==> src/rtl/top_level_pkg.sv <==
`default_nettype none
// ============================================================================
// Module   : top_level_pkg
// Purpose  : Shared constants, FSM state and status codes for the SECDED
//            (16,11) decoder engine.
// Revision : 1.0 - initial release
// ============================================================================
package top_level_pkg;

    // Number of codewords processed per program run
    localparam int NUM_WORDS = 15;
    // Byte address of the first input codeword (low byte)
    localparam int IN_BASE   = 30;
    // Byte address of the first output word (low byte)
    localparam int OUT_BASE  = 0;
    // Data memory depth in bytes
    localparam int MEM_DEPTH = 256;
    // Data memory address width
    localparam int ADDR_W    = 8;

    // Controller states
    typedef enum logic [2:0] {
        IDLE  = 3'd0,
        RD_LO = 3'd1,
        RD_HI = 3'd2,
        WR_LO = 3'd3,
        WR_HI = 3'd4,
        DONE  = 3'd5
    } state_t;

    // Status tag placed in result bits 15:14
    typedef enum logic [1:0] {
        STAT_OK  = 2'b00,
        STAT_SGL = 2'b01,
        STAT_DBL = 2'b10
    } status_t;

endpackage : top_level_pkg
`default_nettype wire

==> src/rtl/top_level_mem.sv <==
`default_nettype none
// ============================================================================
// Module   : data_mem
// Purpose  : Single-port byte memory, combinational read, synchronous write.
//            Contents are deliberately not reset so a preload survives reset.
// Revision : 1.0 - initial release
// ============================================================================
module data_mem #(
    parameter int DEPTH = 256,
    parameter int AW    = 8
) (
    input  logic          clk,
    input  logic          we_i,
    input  logic [AW-1:0] addr_i,
    input  logic [7:0]    wdata_i,
    output logic [7:0]    rdata_o
);

    logic [7:0] core [DEPTH];

    assign rdata_o = core[addr_i];

    // One byte write per cycle when enabled
    always_ff @(posedge clk) begin
        if (we_i) begin
            core[addr_i] <= wdata_i;
        end
    end

endmodule : data_mem
`default_nettype wire

==> src/rtl/top_level.sv <==
`default_nettype none
// ============================================================================
// Module   : top_level
// Purpose  : Self-contained SECDED (extended Hamming 16,11) decoder. After
//            reset it reads NUM_WORDS codewords from dm1, corrects single
//            errors, flags double errors, writes tagged 11-bit messages back
//            and then raises done. Four cycles per word.
// Revision : 1.0 - initial release
// ============================================================================
module top_level
    import top_level_pkg::*;
(
    input  logic clk,
    input  logic reset,
    output logic done
);

    // Output area must sit entirely below the input area
    localparam int LAST_IDX = NUM_WORDS - 1;

    // Controller registers; power-up values keep done low before first reset
    state_t      state_q = IDLE;
    logic        done_q  = 1'b0;
    logic [3:0]  idx_q;
    logic [3:0]  idx_d;
    logic [7:0]  lo_q;
    logic [7:0]  hi_q;

    // Memory interface
    logic              mem_we;
    logic [ADDR_W-1:0] mem_addr;
    logic [7:0]        mem_wdata;
    logic [7:0]        mem_rdata;

    // Decoder signals
    logic [15:0] cw;
    logic [3:0]  syn;
    logic        par;
    logic [15:0] fixed;
    logic [10:0] data;
    status_t     status;
    logic [15:0] result;

    logic [ADDR_W-1:0] word_off;

    assign idx_d    = idx_q + 4'd1;
    assign word_off = {3'b000, idx_q, 1'b0};
    assign cw       = {hi_q, lo_q};
    assign done     = done_q;

    data_mem #(
        .DEPTH (MEM_DEPTH),
        .AW    (ADDR_W)
    ) dm1 (
        .clk     (clk),
        .we_i    (mem_we),
        .addr_i  (mem_addr),
        .wdata_i (mem_wdata),
        .rdata_o (mem_rdata)
    );

    // SECDED decode of the latched codeword: syndrome, parity, correction
    always_comb begin
        syn = 4'd0;
        for (int k = 1; k < 16; k++) begin
            if (cw[k]) begin
                syn = syn ^ 4'(k);
            end
        end
        par   = ^cw;
        fixed = cw;
        // With odd overall parity the syndrome points at the bad bit; zero means p0
        if (par) begin
            fixed[syn] = ~cw[syn];
        end
        data = {fixed[15:9], fixed[7:5], fixed[3]};
        if (par) begin
            status = STAT_SGL;
        end else if (syn != 4'd0) begin
            status = STAT_DBL;
        end else begin
            status = STAT_OK;
        end
        result = {status, 3'b000, data};
    end

    // Memory address / write steering from the current state
    always_comb begin
        mem_we    = 1'b0;
        mem_addr  = '0;
        mem_wdata = 8'h00;
        case (state_q)
            RD_LO: mem_addr = ADDR_W'(IN_BASE) + word_off;
            RD_HI: mem_addr = ADDR_W'(IN_BASE) + word_off + 8'd1;
            WR_LO: begin
                mem_addr  = ADDR_W'(OUT_BASE) + word_off;
                mem_wdata = result[7:0];
                mem_we    = ~reset;
            end
            WR_HI: begin
                mem_addr  = ADDR_W'(OUT_BASE) + word_off + 8'd1;
                mem_wdata = result[15:8];
                mem_we    = ~reset;
            end
            default: mem_addr = '0;
        endcase
    end

    // Program sequencer: read two bytes, write two bytes, per word
    always_ff @(posedge clk) begin
        if (reset) begin
            state_q <= RD_LO;
            idx_q   <= 4'd0;
            done_q  <= 1'b0;
        end else begin
            case (state_q)
                IDLE: state_q <= IDLE;
                RD_LO: begin
                    lo_q    <= mem_rdata;
                    state_q <= RD_HI;
                end
                RD_HI: begin
                    hi_q    <= mem_rdata;
                    state_q <= WR_LO;
                end
                WR_LO: state_q <= WR_HI;
                WR_HI: begin
                    idx_q <= idx_d;
                    if (idx_q == 4'(LAST_IDX)) begin
                        state_q <= DONE;
                    end else begin
                        state_q <= RD_LO;
                    end
                end
                DONE: done_q <= 1'b1;
                default: state_q <= IDLE;
            endcase
        end
    end

endmodule : top_level
`default_nettype wire

==> config.mk <==
export PLATFORM = sky130hd
export DESIGN_NAME = top_level
export DESIGN_NICKNAME = d
export VERILOG_FILES = /design/src/rtl/top_level_pkg.sv /design/src/rtl/top_level_mem.sv /design/src/rtl/top_level.sv
export SDC_FILE = /design/constraint.sdc
export NUM_CORES = 1
export LEC_CHECK = 0
export ABC_CLOCK_PERIOD_IN_PS = 1170
export CORE_AREA = 3 3 40 42
export CTS_CLUSTER_DIAMETER = 200
export DETAILED_ROUTE_END_ITERATION = 6
export DIE_AREA = 0 0 43 45
export SLEW_MARGIN = 20
export SYNTH_ARGS = -nofsm -noshare
export SYNTH_HDL_FRONTEND = slang
export SYNTH_HIERARCHICAL = 1
export SYNTH_SLANG_ARGS = --single-unit
==> constraint.sdc <==
create_clock -name clk -period 1.17 [get_ports clk]
set_input_delay 0.234 -clock clk [delete_from_list [all_inputs] [get_ports clk]]
set_output_delay 0.234 -clock clk [all_outputs]
set_load 0.02 [all_outputs]
Yosys cells after proc, flatten, opt, wreduce, memory -nomap -nowiden:

Cells that the tools add are included.

* register bits: 8
* input port bits: 2
* output and inout bits: 1

* add/subtract/negate cells: 1
* equality and inequality tests: 6
* mux-type cells: 2

Operator list (count)
* $pmux W3 S5: 1
* $eq A3 B2 Y1 const B: 2
* $eq A3 B3 Y1 const B: 2
* $add A4 B1 Y4 const B: 1
* $eq A4 B4 Y1 const B: 1
* $eq A3 B1 Y1 const B: 1
* $mux W3: 1

Longest topological paths before layout:

* word-level depth: 3
* gate-level depth with buffers: 4
* gate-level depth less buffers: 4

Least setup slack after synthesis:

No wires, ideal clock.

* path type: register to register
* start point: reg state_q[0]
* end point: reg idx_q[3]
* library setup time: 123 ps
* arrival: 1024 ps
* data required time: 1047 ps
* slack: 23 ps
* stages on the path, launching flop included: 4
* buffers on the path: 0
* clock period less this slack: 1147 ps
* path through: dfxtp_1 -> nor3b_4 -> nand4_1 -> mux2_1

* word-level cells in the longest chain between the ends: 1

Ends and longest elaborated chain
* start, declared: line top_level.sv:22 `state_t state_q = IDLE;`
* start signal, assigned: line top_level.sv:112 `state_q <= RD_LO;`
* start signal, assigned: line top_level.sv:117 `IDLE: state_q <= IDLE;`
* start signal, assigned: line top_level.sv:120 `state_q <= RD_HI;`
* $eq A3 B3 Y1
* end signal, assigned: line top_level.sv:128 `idx_q <= idx_d;`
* end, declared: line top_level.sv:24 `logic [3:0] idx_q;`

Every way passes these cells.
A chain may end at the register's enable or synchronous reset.

Worst setup path after layout:

* start point: reg state_q[1]
* end point: reg idx_q[3]

The elaborated chain is that of the path after synthesis.

==> run metrics <==
# setup viols final 0; kind of start point of the critical path register; P&R area growth vs syn 34.6%; IO Pins 3; worst hold margin 486 ps; status finished, final reports clean; row count 13; mean area per synthesized cell 10.2 um2; port bufs 2; Post-synth top cells 8 x dfxtp_1, 5 x nor2_1, 3 x xnor2_1; synthesized cell area 358 um2; Worst Path Required 1310 ps; FF-to-FF setup slack 40 ps; max-slew violation count 0; Setup Skew 0.627 ps; Final HPWL DP 483 um; main flop type after synthesis dfxtp_1; Power Density 1470 nW/um2; kind of critical path register to register; sequential area share after synthesis 0.448; FF-to-FF End idx_q[3]; initial antenna violation count 0; Sink Count 8; GPL Wtd Cong 0.705; Layout Nets 52; Synth async-reset ratio 0; cell with the most instances after synthesis dfxtp_1; Reg area 161 um2; Final ANT Viol Nets 0; power after layout 0.710 mW; TritonCTS clock tree done; RSZ-0062 raised after global routing yes; clock root cell clkbuf_4; Clk Latency, worst-skew pair 260 ps; layout cells sized above 1 0.326; ANT cells 0; die area 1940 um2; cts hold-fix bufs 0; clk buf depth 2; Critical Path AT 1280 ps; first-pass GRT wire length 1030 um; Core Region 1280 um2; HP Class register to register; vias in the first global route 262; Worst-Margin Slew 210 ps; Placed Cells 58; #FFs+latches synth 8; DRC violation count after routing 0; Hold Path Depth 2; Tot GR Track Use 0.0744; largest net degree at the start of global routing 6; Synthesized Nets 39; Post-Route WL 608 um; Die X 43 um; P_leak 0.193 nW; Mapped Cells 35; FMAX 882 MHz; max_slew headroom 0.861; multi-input logic area 190 um2; Pre-antenna DRT Iters 4; Cell Count, Final, Fillers Out 61; Yosys warning total 6; grt total ovfl 0; r2r startpoint state_q[1]; Max Cap Violations 0; Worst Path Max Fanout 2; Worst setup EP type register; Final Hold Vio Count 0; clk slew on worst S/H paths 60 ps; post-synthesis cell type count 19; Die Y 45 um; setup bufs post-CTS 0; cell taking the most area after synthesis dfxtp_1; Initial DRC Count 2; cts bufs inserted 3; number of flops mapped to enable cells by yosys 0; worst r2r path cells 3; Worst VDD drop 0.568 mV; period utilisation layout 0.969; Synth top area share 0.448; minimum clock period 1130 ps; Initial Utilization 0.278; Vias/cell 4.48; Hold Startpoint done; DR WL/cell 9.97 um; H-tree depth 1; Synth area leaders dfxtp_1 45%, xnor2_1 7.3%, ha_1 7.0%, nor2_1 5.2%, nor3b_4 5.2%; Hold EP done; Fillers 140; via count 273
==> stage by stage <==
step	setup WS (ps)	area, um2	util	setup TNS, ps
after CTS	6.51	479	0.373	0
after floorplan	23.1	358	-	0
after global routing	-8.71	482	0.375	-8.71
after global placement	-49.9	458	0.356	-80.8
final	36.1	482	0.375	0
after detailed placement	-81.2	458	0.356	-127
==> worst max-delay path: stages, from the launching register on <==
cell	delay, ps
dfxtp_1	350
nor3b_4	210
nand4_1	130
mux2_1	320
==> area by class of cell <==
| type | instances | area share |
|---|---|---|
| flip-flops and latches | 8 | 0.335 |
| multi-input cells | 25 | 0.395 |
| clock buffers | 3 | 0.0468 |
| well taps | 15 | 0.0390 |
| repair buffers | 9 | 0.177 |
| inverters | 1 | 0.00779 |
==> placed cells by master, fill, tap and decap left out <==
master / instances
nand4_1: 2
or3_1: 1
nor2b_1: 1
dfxtp_1: 7
nor2b_2: 1
mux2_1: 1
nor3b_1: 1
o21ai_0: 1
and4bb_2: 1
clkdlybuf4s15_1: 1
buf_12: 1
clkdlybuf4s50_1: 1
nor3b_4: 1
dfxtp_2: 1
a211oi_1: 1
clkbuf_4: 3
nor2_1: 5
buf_4: 6
xnor2_1: 3
inv_1: 1
and2b_2: 1
a21oi_1: 2
ha_1: 2
nor3_1: 1
==> repair_timing <==
action	CTS	global route
gates resized for setup	1	2
gates cloned	0	0
setup endpoints to repair	1	2
==> state kept, by name, summed over array words and instances (netlist names) <==
signal / count
state_q: 3
idx_q: 4
done: 1
==> cell families (layout without fill, tap and decap cells) <==
kind of cell,count (synthesis),in the layout,share of synthesized area
and+or+nand+nor,15,15,0.294
adders and majority gates,2,2,0.0699
DFF,8,8,0.448
muxes,1,1,0.0315
xor gates and xnor gates,3,3,0.0734
AOI/OAI and AO/OA,4,4,0.0629
buffers and inverters,2,13,0.0210
==> routing by layer <==
layer  vias up  part of all wire  track usage
met5         -                 0            0
met4         0             0.026       0.0542
met3         2             0.026       0.0239
met2         6              0.44        0.108
met1       121              0.51       0.0925
li1        144                 -            -
==> power by group <==
part / switching (mW) / internal, mW / total (mW)
combinational: 0.0585 / 0.105 / 0.163
clock: 0.103 / 0.118 / 0.221
sequential: 0.0273 / 0.299 / 0.327
total: 0.188 / 0.522 / 0.710
==> how the worst max path moves through the flow <==
stage / start / end / slack (ps)
after floorplan: state_q[0] / idx_q[3] / 20
after global placement: reset / idx_q[3] / -50
after detailed placement: reset / idx_q[3] / -80
after CTS: state_q[2] / idx_q[3] / 7
after global routing: state_q[1] / idx_q[3] / -9
final: state_q[1] / idx_q[3] / 40
No activity file was read; power rests on OpenSTA's default activity.
